`src/rtl/cp0_pkg.sv`:
```
// Shared CP0 definitions: register numbers, exception cause codes, FSM state
// encoding and register reset values. Imported by cp0 and the control unit.
package cp0_pkg;

  // CP0 register numbers as seen by mtc0/mfc0
  localparam logic [4:0] CP0_REG_STATUS = 5'd12;
  localparam logic [4:0] CP0_REG_CAUSE  = 5'd13;
  localparam logic [4:0] CP0_REG_EPC    = 5'd14;

  // Exception cause codes carried on ex_code
  localparam logic [4:0] EX_CODE_INT    = 5'd0;
  localparam logic [4:0] EX_CODE_HLT    = 5'd1;
  localparam logic [4:0] EX_CODE_RESUME = 5'd2;

  // Status: IE=1, EXL=0, IM all ones
  localparam logic       STATUS_IE_RESET  = 1'b1;
  localparam logic       STATUS_EXL_RESET = 1'b0;
  localparam logic [7:0] STATUS_IM_RESET  = 8'hFF;

  typedef enum logic [1:0] {
    StRun    = 2'd0,
    StExc    = 2'd1,
    StHalt   = 2'd2,
    StResume = 2'd3
  } cp0_state_e;

endpackage

```
`src/rtl/cp0.sv`:
```
// Coprocessor 0: Status/Cause/EPC registers plus the exception/halt/eret
// sequencer that redirects the pipeline.
//
// Ports:
//   clk, rst          single clock, synchronous active-high reset
//   ex, ex_code       exception request and cause (INT, HLT, RESUME)
//   cp0_we, cp0_rdc,  mtc0 write enable, register number (also the read
//   wdata             select for rdata) and write data
//   eret_flush        eret request
//   branch_delay      current instruction sits in a delay slot
//   pc_in             PC of the requesting instruction
//   ext_int           raw interrupt lines, sampled into Cause.IP each cycle
//   rdata             combinational read of the register selected by cp0_rdc
//   ex_wb, cp0_flush, registered pipeline redirect controls
//   cp0_hlt, cp0_eret
//   exc_pc            redirect target, valid with ex_wb/cp0_hlt/cp0_eret
//   cp0_ie, cp0_exl,  Status.IE, Status.EXL, Status.IM, Cause.IP
//   cp0_int_mask,
//   cp0_int_sig
module cp0
  import cp0_pkg::*;
#(
  parameter logic [31:0] EXC_VECTOR = 32'h0000_4180,
  parameter logic [31:0] HLT_VECTOR = 32'h0000_4200
) (
  input  logic        clk,
  input  logic        rst,
  input  logic        ex,
  input  logic [4:0]  ex_code,
  input  logic        cp0_we,
  input  logic [4:0]  cp0_rdc,
  input  logic [31:0] wdata,
  input  logic        eret_flush,
  input  logic        branch_delay,
  input  logic [31:0] pc_in,
  input  logic [7:0]  ext_int,
  output logic [31:0] rdata,
  output logic        ex_wb,
  output logic        cp0_flush,
  output logic        cp0_hlt,
  output logic        cp0_eret,
  output logic        cp0_ie,
  output logic        cp0_exl,
  output logic [7:0]  cp0_int_mask,
  output logic [7:0]  cp0_int_sig,
  output logic [31:0] exc_pc
);

  cp0_state_e state_q, state_d;

  // Architectural register fields
  logic        status_ie_q;
  logic        status_exl_q;
  logic [7:0]  status_im_q;
  logic [4:0]  cause_exccode_q;
  logic [7:0]  cause_ip_q;
  logic        cause_bd_q;
  logic [31:0] epc_q;

  // Accepted requests, already priority-resolved
  logic take_int, take_hlt, take_resume, take_eret, take_mtc0, ex_taken;

  // Next values of the registered redirect outputs
  logic        ex_wb_d, cp0_flush_d, cp0_hlt_d, cp0_eret_d;
  logic [31:0] exc_pc_d;

  logic [31:0] epc_save;

  always_comb begin
    // ex is never accepted while the EXC redirect is in flight
    take_int    = (state_q == StRun) && ex && !ex_wb && (ex_code == EX_CODE_INT);
    take_hlt    = (state_q == StRun) && ex && !ex_wb && (ex_code == EX_CODE_HLT);
    take_resume = (state_q == StHalt) && ex &&
                  ((ex_code == EX_CODE_HLT) || (ex_code == EX_CODE_RESUME));
    ex_taken    = take_int || take_hlt || take_resume;
    take_eret   = (state_q == StRun) && eret_flush && !ex_taken;
    take_mtc0   = cp0_we && !ex_taken && !take_eret;
    // A delay-slot instruction restarts at its branch
    epc_save    = branch_delay ? (pc_in - 32'd4) : pc_in;
  end

  // ---------------------------------------------------------------------------
  // FSM: state register
  // ---------------------------------------------------------------------------
  always_ff @(posedge clk) begin
    if (rst) begin
      state_q <= StRun;
    end else begin
      state_q <= state_d;
    end
  end

  // ---------------------------------------------------------------------------
  // FSM: next state
  // ---------------------------------------------------------------------------
  always_comb begin
    state_d = state_q;
    unique case (state_q)
      StRun: begin
        if (take_int) begin
          state_d = StExc;
        end else if (take_hlt) begin
          state_d = StHalt;
        end else if (take_eret) begin
          // eret shares the one-cycle RESUME redirect
          state_d = StResume;
        end
      end
      StExc:    state_d = StRun;
      StHalt:   if (take_resume) state_d = StResume;
      StResume: state_d = StRun;
      default:  state_d = StRun;
    endcase
  end

  // ---------------------------------------------------------------------------
  // FSM: outputs, decoded from the next state so they land in flops together
  // with the state itself
  // ---------------------------------------------------------------------------
  always_comb begin
    ex_wb_d     = 1'b0;
    cp0_flush_d = 1'b0;
    cp0_hlt_d   = 1'b0;
    cp0_eret_d  = 1'b0;
    exc_pc_d    = 32'h0;
    unique case (state_d)
      StExc: begin
        ex_wb_d     = 1'b1;
        cp0_flush_d = 1'b1;
        exc_pc_d    = EXC_VECTOR;
      end
      StHalt: begin
        cp0_hlt_d = 1'b1;
        exc_pc_d  = HLT_VECTOR;
      end
      StResume: begin
        cp0_eret_d  = 1'b1;
        cp0_flush_d = 1'b1;
        // EPC cannot change in the same cycle: mtc0 loses to eret/resume
        exc_pc_d    = epc_q;
      end
      default: ;
    endcase
  end

  always_ff @(posedge clk) begin
    if (rst) begin
      ex_wb     <= 1'b0;
      cp0_flush <= 1'b0;
      cp0_hlt   <= 1'b0;
      cp0_eret  <= 1'b0;
      exc_pc    <= 32'h0;
    end else begin
      ex_wb     <= ex_wb_d;
      cp0_flush <= cp0_flush_d;
      cp0_hlt   <= cp0_hlt_d;
      cp0_eret  <= cp0_eret_d;
      exc_pc    <= exc_pc_d;
    end
  end

  // ---------------------------------------------------------------------------
  // Status
  // ---------------------------------------------------------------------------
  always_ff @(posedge clk) begin
    if (rst) begin
      status_ie_q  <= STATUS_IE_RESET;
      status_exl_q <= STATUS_EXL_RESET;
      status_im_q  <= STATUS_IM_RESET;
    end else if (take_int || take_hlt) begin
      status_exl_q <= 1'b1;
    end else if (take_resume || take_eret) begin
      status_exl_q <= 1'b0;
    end else if (take_mtc0 && (cp0_rdc == CP0_REG_STATUS)) begin
      status_ie_q  <= wdata[0];
      status_exl_q <= wdata[1];
      status_im_q  <= wdata[15:8];
    end
  end

  // ---------------------------------------------------------------------------
  // Cause: IP tracks ext_int every cycle; mtc0 never touches Cause
  // ---------------------------------------------------------------------------
  always_ff @(posedge clk) begin
    if (rst) begin
      cause_exccode_q <= 5'd0;
      cause_ip_q      <= 8'h0;
      cause_bd_q      <= 1'b0;
    end else begin
      cause_ip_q <= ext_int;
      if (take_int || take_hlt) begin
        cause_exccode_q <= ex_code;
        cause_bd_q      <= branch_delay;
      end
    end
  end

  // ---------------------------------------------------------------------------
  // EPC
  // ---------------------------------------------------------------------------
  always_ff @(posedge clk) begin
    if (rst) begin
      epc_q <= 32'h0;
    end else if (take_int || take_hlt) begin
      epc_q <= epc_save;
    end else if (take_mtc0 && (cp0_rdc == CP0_REG_EPC)) begin
      epc_q <= wdata;
    end
  end

  // ---------------------------------------------------------------------------
  // Read port and status outputs
  // ---------------------------------------------------------------------------
  always_comb begin
    rdata = 32'h0;
    unique case (cp0_rdc)
      CP0_REG_STATUS: rdata = {16'h0, status_im_q, 6'h0, status_exl_q, status_ie_q};
      CP0_REG_CAUSE:  rdata = {cause_bd_q, 15'h0, cause_ip_q, 1'b0, cause_exccode_q, 2'b00};
      CP0_REG_EPC:    rdata = epc_q;
      default:        rdata = 32'h0;
    endcase
  end

  assign cp0_ie       = status_ie_q;
  assign cp0_exl      = status_exl_q;
  assign cp0_int_mask = status_im_q;
  assign cp0_int_sig  = cause_ip_q;

endmodule

```
`config.mk`:
```
export PLATFORM = sky130hd
export DESIGN_NAME = cp0
export DESIGN_NICKNAME = d
export VERILOG_FILES = /design/src/rtl/cp0_pkg.sv /design/src/rtl/cp0.sv
export SDC_FILE = /design/constraint.sdc
export NUM_CORES = 1
export LEC_CHECK = 0
export ABC_AREA = 0
export CAP_MARGIN = 15
export CORE_MARGIN = 3
export CORE_UTILIZATION = 48
export CTS_CLUSTER_SIZE = 10
export DETAILED_ROUTE_END_ITERATION = 10
export PLACE_DENSITY = 0.94
export SETUP_SLACK_MARGIN = 0.15
export SYNTH_ARGS = -nofsm -noshare
export SYNTH_HDL_FRONTEND = slang
export SYNTH_SLANG_ARGS = --single-unit
```
`constraint.sdc`:
```
create_clock -name clk -period 6.2 [get_ports clk]
set_clock_uncertainty 0.2 [all_clocks]
set_input_delay 1.86 -clock clk [delete_from_list [all_inputs] [get_ports clk]]
set_output_delay 1.86 -clock clk [all_outputs]
set_load 0.02 [all_outputs]
```
==> impl_metrics.csv <==
group,metric,value,unit
critical_path,path_buf_inv,3,
logic_synthesis,ys_warn_count,0,
critical_path,cp_max_fo,34,
route,wl,13980,um
logic_synthesis,ys_types,61,
power,clkPwrFrac,33.2,%
place,dp_slack,209.9,ps
cells_and_area,final_nets,746,
critical_path,crit_type,"in -> out",
sta,min_period,5887,ps
cells_and_area,seq_area,1862,um^2
cells_and_area,diodes,0,
global_routing,grt_pass1_wl,21310,um
logic_synthesis,ys_seq_elements,93,
critical_path,max_stage_delay,660,ps
cts,holdBufCountCts,0,
logic_synthesis,syn_avg_cell_area,8.989,um^2
cells_and_area,stdcell_area,6410,um^2
cells_and_area,most-common-layout-cells,"clkdlybuf4s50_1, dfxtp_1, nand2_1, and2_1, nor2_1",
die,io_pins,174,
sta,rsz0062_at_grt,"false",
power,power.density,184.9,nW/um^2
sta,setup_ws,313.2,ps
route,route.detailed.drc,0,
place,dpl_cell_area,6208,um^2
die,coreArea,8891,um^2
global_routing,grt_max_degree,65,
cells_and_area,multiInputGateArea,2405,um^2
route,drt-initial-drc-count,215,
cells_and_area,drive_above_1_share,7.553,%
logic_synthesis,synth_fp_nets,589,
cells_and_area,area_growth,42.62,%
critical_path,path_cells,"clkdlybuf4s50_1 -> nand2_1 -> nor4b_4 -> buf_6 -> nand2_1 -> o21ai_0 -> clkdlybuf4s50_1",
logic_synthesis,syn_area,4494,um^2
route,drtAntennaViolNets,0,
logic_synthesis,async_flop_share,0,%
critical_path,cp.required,4140,ps
critical_path,worstSetupEndpointType,"primary output",
route,viasPerCell,5.726,
critical_path,cp_slowest_cell,"clkdlybuf4s50_1",
global_routing,overflow,0,
sta,min_period_over_period,94.95,%
global_routing,antenna_found_initial,0,
cts,path_clk_slew,90,ps
power,power.share.switching,25.53,%
critical_path,path_delay_family,"buffers and inverters",
die,start_util,50.55,%
route,first_pass_iters,5,
sta,worst_pin_slew,1128,ps
die,dieArea,10560,um^2
route,vias,4409,
outcome,run_status,"finished, final reports clean",
logic_synthesis,ys.flop_type,"dfxtp_1",
power,ir_worst_vdd,0.1161,mV
cts,tritoncts,"done",
global_routing,grt_pass1_vias,4297,
power,power_frac_comb,14.6,%
route,routedWlPerCell,18.15,um
place,place_congestion,0.8332,
cells_and_area,final_common_cell,"clkdlybuf4s50_1",
cts,cts_buffer_depth,2,
critical_path,worstPathArrival,3830,ps
cts,cts_max_level,3,
cells_and_area,final_cells,770,
sta,fin_setup_tns,0,ps
sta,setup_viol,0,
logic_synthesis,yosysSeqAreaShare,41.43,%
cts,root_buffer,"clkbuf_8",
power,p_leak,2.268,nW
cts,cts_made_buffers,9,
job,cap_violations,0,
power,p_seq_share,52.3,%
logic_synthesis,synth_cells,500,
cells_and_area,num-fill-cells,644,
sta,finalHoldViolCount,0,
cts,insertion_delay,350,ps
global_routing,track_usage,25.65,%
logic_synthesis,synth_edf_count,0,
power,intPower,0.8827,mW
die,die_x,102.8,um
place,portBuffers,173,
sta,relSlewSlack,24.77,%
place,hpwlAfterDp,10250,um
cts,cts_setup_buffers,0,
logic_synthesis,ys_top_cells_by_area,"dfxtp_1, and2_1, nand2_1",
cts,cts_sinks,93,
die,rows,34,
sta,fmax,0.1699,GHz
critical_path,worstSetupStartpointType,"input port",
die,dieHeight,102.8,um
logic_synthesis,yosysTopAreaCell,"dfxtp_1",
power,p_sw,0.3027,mW
logic_synthesis,netlist.area_leader.share,41.43,%
place,post-place-cells,754,
sta,slew_viol_final,0,
worst_hold_path,min_path_type,"reg -> reg",
synth_stat cells, types with 5 or more instances:
cell type and count:
dfxtp_1 93, nand2b_1 11, inv_1 6, xnor2_1 12, o31a_1 5, a21oi_1 13, mux2i_1 20, nor3_1 25
o22ai_1 6, nor4_1 10, nor2_1 35, nand2_1 63, xor2_1 8, a311oi_1 18, clkbuf_1 20, or3_1 6
o21ai_0 8, nor2b_1 10, and2_1 49, a22o_1 8, a211oi_1 7
kinds of logic after synthesis:
kind of cell / after synthesis / synth area share [%]
xor+xnor: 20 / 3.898
compound gates: 87 / 14.70
mux: 20 / 4.454
fa+ha+maj: 1 / 0.2784
flops: 93 / 41.43
simple gates: 238 / 29.71
buf+inv: 41 / 5.540
cell type report:
cell class | count | share of cell area [%]
Clock buffer | 12 | 2.577
Clock inverter | 4 | 0.4685
Inverter | 6 | 0.3514
Multi-Input combinational cell | 366 | 37.52
Sequential cell | 93 | 29.05
Tap cell | 108 | 2.108
Timing Repair Buffer | 181 | 27.93
final timing paths:
check / depth (start not counted) / startpoint / endpoint / slack, ps
max reg2reg: 5 / state_q[1] / epc_q[29] / 3320
max: 7 / cp0_rdc[3] / rdata[13] / 310
min reg2reg: 1 / cause_exccode_q[1] / cause_exccode_q[1] / 270
min: 1 / cause_exccode_q[1] / cause_exccode_q[1] / 270
power by group through the flow:
stage	clock [mW]	combinational [mW]	sequential, mW
after floorplan	0	0.0641	0.639
after global routing	0.426	0.184	0.621
after CTS	0.400	0.171	0.619
after global placement	0	0.165	0.633
final	0.393	0.173	0.620
after detailed placement	0	0.170	0.633
metal layers:
metal  part of all wire (%)  track usage, %  vias to the layer above
met5                      0               0                        -
met4                    2.7           7.769                        0
met3                    7.7           5.751                       32
met2                     50           45.63                      213
met1                     39           30.88                     2079
li1                       -               -                     2085
worst register-to-register path: cells and delay by family, from the launching register on:
| kind | cells | cell delay, ps |
|---|---|---|
| DFF | 1 | 520 |
| muxes | 1 | 230 |
| and+or+nand+nor | 1 | 140 |
| AOI/OAI and AO/OA | 3 | 1700 |
state kept, by name, summed over array words and instances, names as in the netlist, 5 cells and up:
signal / count
cause_exccode_q: 5
cp0_int_mask: 8
cp0_int_sig: 8
epc_q: 32
exc_pc: 32
repair_timing:
| action | in CTS | in global routing |
|---|---|---|
| gates resized for setup | 0 | 2 |
| endpoints found under the setup margin | 0 | 8 |
| hold endpoints to repair | 0 | 0 |
metrics by stage:
step,hold slack (ps),power (mW),util (%)
5_1_grt,292.8,1.232,72.09
4_1_cts,271.7,1.191,72.02
6_report,270.1,1.185,72.09
2_1_floorplan,230.7,0.7026,-
3_3_place_gp,246.8,0.7978,69.83
3_5_place_dp,249.5,0.8031,69.83
Power figures use the tool's default switching activity.
==> variant: new RTL, config.mk and constraints unchanged <==
Register the output `exc_pc` once more, cleared by the reset; this adds one clock of latency there. The other outputs are not delayed to match.
--- a/src/rtl/cp0.sv
+++ b/src/rtl/cp0.sv
@@ -47,4 +47,6 @@
 );
 
+  logic [31:0] exc_pc_s0;
+
   cp0_state_e state_q, state_d;
 
@@ -150,5 +152,5 @@
       cp0_hlt   <= 1'b0;
       cp0_eret  <= 1'b0;
-      exc_pc    <= 32'h0;
+      exc_pc_s0 <= 32'h0;
     end else begin
       ex_wb     <= ex_wb_d;
@@ -156,5 +158,5 @@
       cp0_hlt   <= cp0_hlt_d;
       cp0_eret  <= cp0_eret_d;
-      exc_pc    <= exc_pc_d;
+      exc_pc_s0 <= exc_pc_d;
     end
   end
@@ -227,4 +229,12 @@
   assign cp0_int_sig  = cause_ip_q;
 
+  always_ff @(posedge clk) begin
+    if (rst) begin
+      exc_pc <= '0;
+    end else begin
+      exc_pc <= exc_pc_s0;
+    end
+  end
+
 endmodule
 
Behaviour: not the same (Yosys sat finds a counterexample within 4 cycles, from zero or initial values and one cycle with rst high).
==> variant against the original RTL <==
Total power up 61%; fmax down 2.2%; highest routed layer is now met5; largest power group is now the clock network; non-clock buffer count unchanged; sequential cell count up 32; cell count up 11%; routed wire length up 23%; count of clock-buffer cells in the layout up 7; setup slack worse by 130 ps; synthesized area up 14%; design area up 17%.
==> variant: results (changes against the original RTL) <==
Outcome: complete, no violations
First-pass GRT wire length: 25400 um (+19%)
Seq/Total Area, Yosys: 0.489 (+0.0743)
RR Endpoint: exc_pc_s0[10]$_SDFF_PP0_
Clock transition at path regs: 60 ps (-30 ps)
Largest regs: epc_q: 32 flops, exc_pc: 32 flops, exc_pc_s0: 32 flops
Clock-net power: 899 uW (+130%)
WHS Endpoint: exc_pc[26]$_SDFF_PP0_
GR Util All Layers: 0.279 (+0.0225)
Distinct cells, synth: 58 (-4.9%)
Pleak: 2.86 nW (+26%)
R2R Setup Slk: 3400 ps (+80 ps)
Post-DP HPWL: 11700 um (+14%)
R2R depth: 6 (+1)
Pwr Density: 255 mW/mm2 (+38%)
R2r startpoint: cp0_flush$_SDFF_PP0_
Maximum vdd ir drop: 0.173 mV (+49%)
Routed wire per std cell: 20.3 um (+12%)
Worst Path Arrival: 3960 ps (+130 ps)
Switching share of total power: 0.258 (+0.00225)
Actual slew at the worst max-slew pin: 1110 ps (-19.9 ps)
Layout fillers: 740 (+15%)
Initial antenna violation count: 1 (+1)
Area contributors post-synth: dfxtp_1, nor2b_1, and2_1, mux2i_1, and3_1
Cts bufs inserted: 17 (+8)
# nets final: 791 (+6.0%)
Largest net degree at the start of global routing: 70 (+7.7%)
Clk Latency, worst-skew pair: 520 ps (+170 ps)
Mapped Nets: 627 (+6.5%)
Layout cell share with drive strength beyond 1: 0.0755 (about the same)
Via count: 4972 (+13%)
Via count of the first global-routing pass: 4843 (+13%)
Most instantiated cells after synthesis: dfxtp_1, nor2b_1, nand2_1, and2_1, and3_1
Hold WS: 231 ps (-38.7 ps)
Post-CTS sizing: 3 (+3)
Buffers on Ports: 173 (unchanged)
Most numerous cell in the Yosys netlist: dfxtp_1
CTS H-Tree Depth: 4 (+1)
==> variant: cell type report <==
type / instances / area share
clock buffer: 19 / 0.0577
clock inverter: 13 / 0.0144
inverter: 11 / 0.00552
multi-input combinational: 366 / 0.327
sequential: 125 / 0.334
tap: 136 / 0.0227
timing repair buffer: 181 / 0.239
==> variant: kinds of logic (layout without fill, tap and decap cells) <==
group | count (synthesis) | after routing | share of synthesized area
AND/OR/NAND/NOR | 210 | 210 | 0.241
flip-flops | 125 | 125 | 0.489
AO/OA/AOI/OAI | 119 | 119 | 0.163
buffers and inverters | 47 | 224 | 0.0391
multiplexers | 20 | 20 | 0.0391
XOR/XNOR | 16 | 16 | 0.0274
adder cells (fa/ha/maj) | 1 | 1 | 0.00244
==> variant: metrics by stage <==
step / instances / worst slack (ps) / instance area [um2]
2_1_floorplan: 538 / 957 / 5120
5_1_grt: 851 / 98.9 / 7490
3_5_place_dp: 819 / 85.4 / 6920
6_report: 851 / 179 / 7490
4_1_cts: 851 / 219 / 7470
3_3_place_gp: 819 / 299 / 6920
==> variant: how the worst max path moves through the flow <==
| stage | start | endpoint | slack (ps) | cells after the start |
|---|---|---|---|---|
| after floorplan | cp0_rdc[4] | rdata[10] | 960 | 7 |
| after CTS | cp0_rdc[4] | rdata[31] | 220 | 5 |
| final | cp0_rdc[4] | rdata[8] | 180 | 5 |
| after global routing | cp0_rdc[4] | rdata[8] | 100 | 5 |
| after global placement | cp0_rdc[4] | rdata[6] | 300 | 5 |
| after detailed placement | cp0_rdc[1] | rdata[31] | 90 | 5 |
==> variant: routing by layer <==
layer	track usage	share of wire	up-vias
met4	0.146	0.049	2
met3	0.0769	0.077	85
met5	0	0.00075	-
met2	0.464	0.49	302
li1	-	-	2257
met1	0.329	0.38	2326
